## src/rtl/dram_cmd_scheduler.sv

```systemverilog
// Closed-page, in-order DRAM command scheduler: one request at a time, each
// RD/WR wrapped in its own ACT and PRE with JEDEC-style spacing.
module dram_cmd_scheduler #(
   parameter int ADDRESS_WIDTH = 32,
   parameter int T_RCD         = 4,
   parameter int T_CL          = 4,
   parameter int T_CWL         = 3,
   parameter int T_BURST       = 4,
   parameter int T_WR          = 4,
   parameter int T_RAS         = 10,
   parameter int T_RP          = 4
) (
   input  logic                     clock,
   input  logic                     reset,
   input  logic                     req_valid,
   input  logic [1:0]               req_opcode,
   input  logic [ADDRESS_WIDTH-1:0] req_address,
   output logic                     req_pop,
   output logic [2:0]               cmd,
   output logic [1:0]               cmd_bg,
   output logic [1:0]               cmd_bank,
   output logic [9:0]               cmd_row,
   output logic [7:0]               cmd_col,
   output logic                     busy,
   output logic                     done
);

   localparam int LAT_RD = T_CL + T_BURST;
   localparam int LAT_WR = T_CWL + T_BURST + T_WR;
   localparam int P_RD   = (T_RAS > T_RCD + LAT_RD) ? T_RAS : T_RCD + LAT_RD;
   localparam int P_WR   = (T_RAS > T_RCD + LAT_WR) ? T_RAS : T_RCD + LAT_WR;
   localparam int P_MAX  = (P_RD > P_WR) ? P_RD : P_WR;
   localparam int CW     = $clog2(P_MAX + T_RP + 1);

   typedef enum logic [2:0] {
      S_IDLE, S_ACT, S_WAIT_RCD, S_RDWR, S_WAIT_PRE, S_PRE, S_WAIT_RP
   } state_t;

   typedef enum logic [2:0] {
      CMD_NONE = 3'd0, CMD_ACT = 3'd1, CMD_RD = 3'd2, CMD_WR = 3'd3, CMD_PRE = 3'd4
   } cmd_t;

   typedef enum logic [1:0] {
      OP_READ = 2'd0, OP_WRITE = 2'd1, OP_FETCH = 2'd2, OP_NOP = 2'd3
   } op_t;

   state_t          state_q, state_d;
   logic [CW-1:0]   elapsed_q, elapsed_d, elapsed_nxt, pre_at, end_at;
   op_t             op_q, op_d;
   logic [1:0]      bg_q, bg_d, bank_q, bank_d;
   logic [9:0]      row_q, row_d;
   logic [7:0]      col_q, col_d;
   cmd_t            cmd_q, cmd_d;
   logic [1:0]      cmd_bg_q, cmd_bg_d, cmd_bank_q, cmd_bank_d;
   logic [9:0]      cmd_row_q, cmd_row_d;
   logic [7:0]      cmd_col_q, cmd_col_d;
   logic            busy_q, busy_d, done_q, done_d;
   logic            unused_addr_bits;

   assign unused_addr_bits = ^{req_address[ADDRESS_WIDTH-1:28], req_address[5:0]};

   // elapsed counts cycles since the ACT cycle; every command slot is an offset from it
   always_comb begin
      state_d     = state_q;
      elapsed_d   = elapsed_q;
      op_d        = op_q;
      bg_d        = bg_q;
      bank_d      = bank_q;
      row_d       = row_q;
      col_d       = col_q;
      done_d      = 1'b0;
      req_pop     = (state_q == S_IDLE) && req_valid && !reset;
      pre_at      = (op_q == OP_WRITE) ? CW'(P_WR) : CW'(P_RD);
      end_at      = pre_at + CW'(T_RP);
      elapsed_nxt = elapsed_q + CW'(1);

      if (state_q == S_IDLE) begin
         if (req_valid) begin
            op_d      = op_t'(req_opcode);
            bg_d      = req_address[7:6];
            bank_d    = req_address[9:8];
            col_d     = req_address[17:10];
            row_d     = req_address[27:18];
            elapsed_d = '0;
            if (op_t'(req_opcode) != OP_NOP) state_d = S_ACT;
         end
      end else begin
         elapsed_d = elapsed_nxt;
         if (elapsed_nxt == CW'(T_RCD))     state_d = S_RDWR;
         else if (elapsed_nxt < CW'(T_RCD)) state_d = S_WAIT_RCD;
         else if (elapsed_nxt == pre_at)    state_d = S_PRE;
         else if (elapsed_nxt < pre_at)     state_d = S_WAIT_PRE;
         else if (elapsed_nxt == end_at) begin
            state_d   = S_IDLE;
            elapsed_d = '0;
            done_d    = 1'b1;
         end else                           state_d = S_WAIT_RP;
      end

      cmd_d      = CMD_NONE;
      cmd_bg_d   = '0;
      cmd_bank_d = '0;
      cmd_row_d  = '0;
      cmd_col_d  = '0;
      case (state_d)
         S_ACT: begin
            cmd_d      = CMD_ACT;
            cmd_bg_d   = bg_d;
            cmd_bank_d = bank_d;
            cmd_row_d  = row_d;
         end
         S_RDWR: begin
            cmd_d      = (op_d == OP_WRITE) ? CMD_WR : CMD_RD;
            cmd_bg_d   = bg_d;
            cmd_bank_d = bank_d;
            cmd_col_d  = col_d;
         end
         S_PRE: begin
            cmd_d      = CMD_PRE;
            cmd_bg_d   = bg_d;
            cmd_bank_d = bank_d;
         end
         default: ;
      endcase
      busy_d = (state_d != S_IDLE);
   end

   always_ff @(posedge clock) begin
      if (reset) begin
         state_q    <= S_IDLE;
         elapsed_q  <= '0;
         op_q       <= OP_READ;
         bg_q       <= '0;
         bank_q     <= '0;
         row_q      <= '0;
         col_q      <= '0;
         cmd_q      <= CMD_NONE;
         cmd_bg_q   <= '0;
         cmd_bank_q <= '0;
         cmd_row_q  <= '0;
         cmd_col_q  <= '0;
         busy_q     <= 1'b0;
         done_q     <= 1'b0;
      end else begin
         state_q    <= state_d;
         elapsed_q  <= elapsed_d;
         op_q       <= op_d;
         bg_q       <= bg_d;
         bank_q     <= bank_d;
         row_q      <= row_d;
         col_q      <= col_d;
         cmd_q      <= cmd_d;
         cmd_bg_q   <= cmd_bg_d;
         cmd_bank_q <= cmd_bank_d;
         cmd_row_q  <= cmd_row_d;
         cmd_col_q  <= cmd_col_d;
         busy_q     <= busy_d;
         done_q     <= done_d;
      end
   end

   assign cmd      = cmd_q;
   assign cmd_bg   = cmd_bg_q;
   assign cmd_bank = cmd_bank_q;
   assign cmd_row  = cmd_row_q;
   assign cmd_col  = cmd_col_q;
   assign busy     = busy_q;
   assign done     = done_q;

endmodule

```

## config.mk

```make
export PLATFORM = sky130hd
export DESIGN_NAME = dram_cmd_scheduler
export DESIGN_NICKNAME = d
export VERILOG_FILES = /design/src/rtl/dram_cmd_scheduler.sv
export SDC_FILE = /design/constraint.sdc
export NUM_CORES = 1
export LEC_CHECK = 0
export ABC_AREA = 1
export BUFFER_PORTS_ARGS = -buffer_cell sky130_fd_sc_hd__buf_2
export CAP_MARGIN = 20
export CORE_ASPECT_RATIO = 2
export CORE_MARGIN = 1
export CORE_UTILIZATION = 25
export DETAILED_ROUTE_END_ITERATION = 8
export HOLD_SLACK_MARGIN = 0.12
export MAX_ROUTING_LAYER = met4
export PLACE_DENSITY = 0.49
export SYNTH_ARGS = -nofsm -noshare
export SYNTH_HDL_FRONTEND = slang
export SYNTH_SLANG_ARGS = --single-unit
```

## constraint.sdc

```tcl
create_clock -name clock -period 1.81 [get_ports clock]
set_input_delay 0.0905 -clock clock [delete_from_list [all_inputs] [get_ports clock]]
set_output_delay 0.0905 -clock clock [all_outputs]
set_load 0.01 [all_outputs]
```

# Yosys cells after proc, flatten, opt, wreduce, memory -nomap -nowiden
# Cells that the tools add are included.
# W data, S select, Z words.
# word_totals
ram_bits,0
inputBits,37
mem_bits_ro,0
latchBits,0
memories,0
output_inout_bits,28
ff_bits,59
# op_classes
reduce_logical,10
n_mux,29
addsub,2
div_mod_pow,0
order_cmp,2
n_shift,0
bitwise_logic,3
n_mul,0
eq_ne,10
# ops
operator,count
$mux W5,7
$mux W3,8
$mux W10,2
$mux W8,2
$mux W2,7
$pmux W3 S3,1
$reduce_or A2 Y1,3
$reduce_or A6 Y1,1
$add A4 B3 Y5 const B,1
$add A5 B1 Y5 const B,1
$eq A5 B3 Y1 const B,1
$eq A5 B4 Y1,1
$eq A5 B5 Y1,1
$lt A5 B3 Y1 const B,1
$lt A5 B4 Y1,1
$eq A2 B1 Y1 const B,2
$ne A2 B2 Y1 const B,2
$eq A3 B1 Y1 const B,1
$eq A3 B2 Y1 const B,1
$eq A3 B3 Y1 const B,1
$logic_not A3 Y1,1
$not A1 Y1,3
$reduce_bool A3 Y1,1
$reduce_or A3 Y1,1
other kinds (3),5

# Logic depth before layout (Yosys ltp)
# logic_depth
depth_word,14
ltp_mapped,13

# Least setup slack after synthesis
# OpenSTA, ideal clock, no wires.
# synth_timing
path_type,reg2reg
startpoint,register op_q[1]
endpoint,"register cmd_q[1], in the netlist cmd[1]"
period_less_slack_ns,1.656
setup_time_ns,0.063
path_stages_with_launch,13
arrival_time_ns,1.593
required_ns,1.747
slack_ns,0.154
path_buffers,0
cell_sequence,dfxtp_1 > inv_1 > nand2_1 > inv_1 > ha_1 > or2_2 > nand2_1 > nand2_1 > o21bai_2 > nand3_2 > nand2_2 > nand2_4 > nor2_2
# synth_via
elab_chain_cells,12
elab_cells_between_ends,16
# synth_rtl
item,line_no,text
from (decl),49,"op_t op_q, op_d;"
from (signal assigned),147,op_q <= op_d;
$eq A2 B1 Y1 *,73,pre_at = (op_q == OP_WRITE) ? CW'(P_WR) : CW'(P_RD);
$mux W2 *,73,
$add A4 B3 Y5,74,end_at = pre_at + CW'(T_RP);
$eq A5 B5 Y1,93,else if (elapsed_nxt == end_at) begin
$mux W3,93,
$mux W3,92,else if (elapsed_nxt < pre_at) state_d = S_WAIT_PRE;
$mux W3 *,91,else if (elapsed_nxt == pre_at) state_d = S_PRE;
$mux W3 *,90,else if (elapsed_nxt < CW'(T_RCD)) state_d = S_WAIT_RCD;
$mux W3 *,89,if (elapsed_nxt == CW'(T_RCD)) state_d = S_RDWR;
$mux W3 *,77,if (state_q == S_IDLE) begin
$eq A3 B3 Y1 (tied with other cells),105,case (state_d)
$pmux W3 S3 *,105,
to (signal assigned),152,cmd_q <= cmd_d;
to (decl),53,"cmd_t cmd_q, cmd_d;"
# Every way passes the cells marked *; elsewhere a longest branch is shown, timed or not.
# A chain may end at the register's enable or synchronous reset.

# Worst setup path in the final report
# layout_timing
startpoint,register op_q[1]
endpoint,"register cmd_col_q[0], in the netlist cmd_col[0]"
# layout_via
elab_chain_cells,13
elab_cells_between_ends,15
# layout_rtl
item,line_no,text
$eq A2 B1 Y1 *,73,
$mux W2 *,73,
$add A4 B3 Y5,74,
$eq A5 B5 Y1,93,
$mux W3,93,
$mux W3,92,
$mux W3 *,91,
$mux W3 *,90,
$mux W3 *,89,
$mux W3 *,77,
$eq A3 B2 Y1 *,105,
$not A1 Y1 (no line) *,n/a,
$reduce_or A2 Y1 (no line) *,n/a,
to (signal assigned),156,cmd_col_q <= cmd_col_d;
to (decl),56,"logic [7:0] cmd_col_q, cmd_col_d;"
# Marked as above.

==> impl_metrics.json <==
{
  "status": "complete, no violations",
  "maxSlewHeadroom_pct": 77.4,
  "final_nets": 375,
  "ctsHtreeMaxLevel": 3,
  "path_max_fanout": 5,
  "cts_tree": "done",
  "maxSlewViolCount": 0,
  "switchingPower_mw": 0.835,
  "core-area_mm2": 0.00865,
  "post-synth-top-count-cell": "dfxtp_1",
  "synth_edf_count": 0,
  "grt_pass1_wl_um": 8200,
  "cts_root_buffer": "clkbuf_16",
  "grt_max_degree": 17,
  "cts_buffer_depth": 2,
  "synth.top_cells.by_count": "dfxtp_1 (59), nor2_1 (39), nand2_1 (29)",
  "hold_path_class": "primary input to flip-flop",
  "p_clk_share_pct": 48.8,
  "synth_top_area_share_pct": 52.6,
  "synth.distinct_cells": 26,
  "power.leakage_nw": 1.51,
  "drc": 0,
  "synth.area.top_cells": "dfxtp_1 (53%), mux2i_1 (9.8%), nor2_1 (6.5%)",
  "avgSynthCellArea_um2": 9.17,
  "yosys_warnings": 0,
  "comb_power_share_pct": 12.1,
  "yosysSeqAreaShare_pct": 52.6,
  "skew_ns": 0.00467,
  "powerDensity_mw_per_mm2": 1080,
  "syn_nets": 285,
  "p_int_mw": 2.74,
  "firstDrtPassIters": 4,
  "syn_area_mm2": 0.00225,
  "vdd_drop_max_mv": 0.644,
  "die_area_mm2": 0.00939,
  "finalSetupViolations": 0,
  "finalCritPeriodShare_pct": 94.2,
  "drt_iter0_drc": 59,
  "die_w_um": 69.0,
  "area_growth_pct": 47.3,
  "ant_nets": 0,
  "row_count": 48,
  "clock-sinks": 59,
  "max-cap-violations": 0,
  "dr_total_vias": 1829,
  "crit_arrival_ns": 1.97,
  "critPathLaunchType": "flip-flop",
  "clkTransAtPathRegs_ns": 0.05,
  "dp_cells": 396,
  "hold_viol_final": 0,
  "switching_share_pct": 23.4,
  "stdcell_count": 440,
  "dp_hpwl_um": 3550,
  "clock_latency_ns": 0.33,
  "tightest_slew_ns": 0.338,
  "numPortBuffers": 54,
  "finalSetupTns_ns": 0,
  "asyncSetResetFlopFracSynth_pct": 0,
  "synth-seq-cells": 59,
  "num_antenna_cells": 0,
  "num_io_pins": 65,
  "critPathCaptureType": "flip-flop",
  "grt_pass1_vias": 1763,
  "vias_per_cell": 4.16,
  "drive_above_1_share_pct": 39.4,
  "start_util_pct": 26.0,
  "fin_crit_ns": 1.70,
  "synth_flop_cell": "dfxtp_1",
  "grt.total_usage_pct": 11.9,
  "wl_per_cell_um": 11.9,
  "drt-total-wl_um": 5250,
  "cp.required_ns": 2.08,
  "antenna_found_initial": 0,
  "cts_buffers": 9,
  "p_seq_share_pct": 39.1,
  "yosys.area.top_type": "dfxtp_1",
  "fp.dieH_um": 136,
  "place.gp.congestion": 0.853,
  "fmax_mhz": 587,
  "grt.overflow.total": 0,
  "criticalPathCategory": "flip-flop to flip-flop",
  "syn_inst": 245
}
layout make-up:
class | count | area, um2
Fill cell | 898 | 5340
Sequential cell | 59 | 1190
Multi-Input combinational cell | 152 | 993
Timing Repair Buffer | 86 | 586
Clock buffer | 12 | 267
Tap cell | 100 | 125
Inverter | 27 | 101
Clock inverter | 4 | 47.5
cell families (layout without fill, tap and decap cells):
| group | Yosys count | in the layout | synth area share (%) |
|---|---|---|---|
| flops | 59 | 59 | 52.6 |
| compound gates | 11 | 11 | 2.84 |
| buf+inv | 35 | 129 | 7.02 |
| simple gates | 115 | 116 | 26.1 |
| fa+ha+maj | 3 | 3 | 1.67 |
| mux | 22 | 22 | 9.80 |
layout by cell type, fill, tap and decap left out, types with 2 or more instances in the layout:
cell type / count
a21oi_1: 5
buf_2: 54
buf_4: 6
clkbuf_16: 9
clkbuf_8: 3
clkinv_2: 2
dfxtp_1: 55
dfxtp_2: 2
dfxtp_4: 2
dlygate4sd3_1: 25
ha_4: 2
inv_1: 16
inv_2: 11
mux2i_1: 22
nand2_1: 27
nand2_2: 6
nand2_4: 4
nand3_1: 8
nand3_2: 4
nand4_1: 4
nor2_1: 38
nor2_2: 17
nor2_4: 3
o21ai_0: 3
power groups by stage:
stage	registers (mW)	logic, mW	clock network [mW]
2_1_floorplan	1.42	0.240	0
3_3_place_gp	1.42	0.350	0
3_5_place_dp	1.42	0.353	0
4_1_cts	1.39	0.404	1.78
5_1_grt	1.40	0.479	1.84
6_report	1.40	0.434	1.74
state kept, by name (all words and copies together) (netlist names):
name and cells:
bank_q 2, bg_q 2, busy 1, cmd 3
cmd_bank 2, cmd_bg 2, cmd_col 8, cmd_row 10
col_q 8, done 1, elapsed_q 5, op_q 2
row_q 10, state_q 3
critical path, stage by stage, from the launching register on:
cell      delay [ns]
dfxtp_2         0.31
inv_2           0.06
nand2_2         0.06
inv_2           0.06
ha_4            0.19
or2_4           0.24
nand2_1         0.05
nand2_1         0.05
o21bai_2        0.17
nand3_2         0.10
nand2_4         0.15
nand2_8         0.10
nor2_2          0.10
per-stage QoR:
stage	setup slack (ns)	utilization, %	hold WS, ns	cell area (um2)	power (mW)
5_1_grt	-0.00440	38.3	0.175	3310	3.72
2_1_floorplan	0.154	-	0.170	2250	1.66
6_report	0.105	38.3	0.128	3310	3.57
4_1_cts	0.0129	37.2	0.141	3220	3.58
3_3_place_gp	-0.0106	30.5	0.350	2640	1.77
3_5_place_dp	-0.0526	30.5	0.358	2640	1.77
final timing paths:
kind	end	cells past startpoint	start	slack, ns
hold reg to reg	cmd_row[6]	2	row_q[6]	0.48
setup / recovery	cmd_col[0]	12	op_q[1]	0.11
setup reg to reg	cmd_col[0]	12	op_q[1]	0.11
hold / removal	elapsed_q[1]	4	req_valid	0.13
repair_timing:
item / in CTS / in global routing
hold buffers: 25 / 0
pin swaps: 1 / 6
buffers inserted: 0 / 2
resized for setup: 3 / 19
cloned: 0 / 1
endpoints found under the setup margin: 10 / 18
hold endpoints to repair: 42 / 0
per-layer routing:
layer / GRT usage, % / wire length [um] / up-vias
met3: 2.89 / 138 / 10
met5: - / 0 / -
met4: 8.84 / 178 / 0
met1: 11.6 / 2090 / 829
met2: 20.3 / 2850 / 39
li1: - / - / 951
Power figures use the tool's default switching activity.
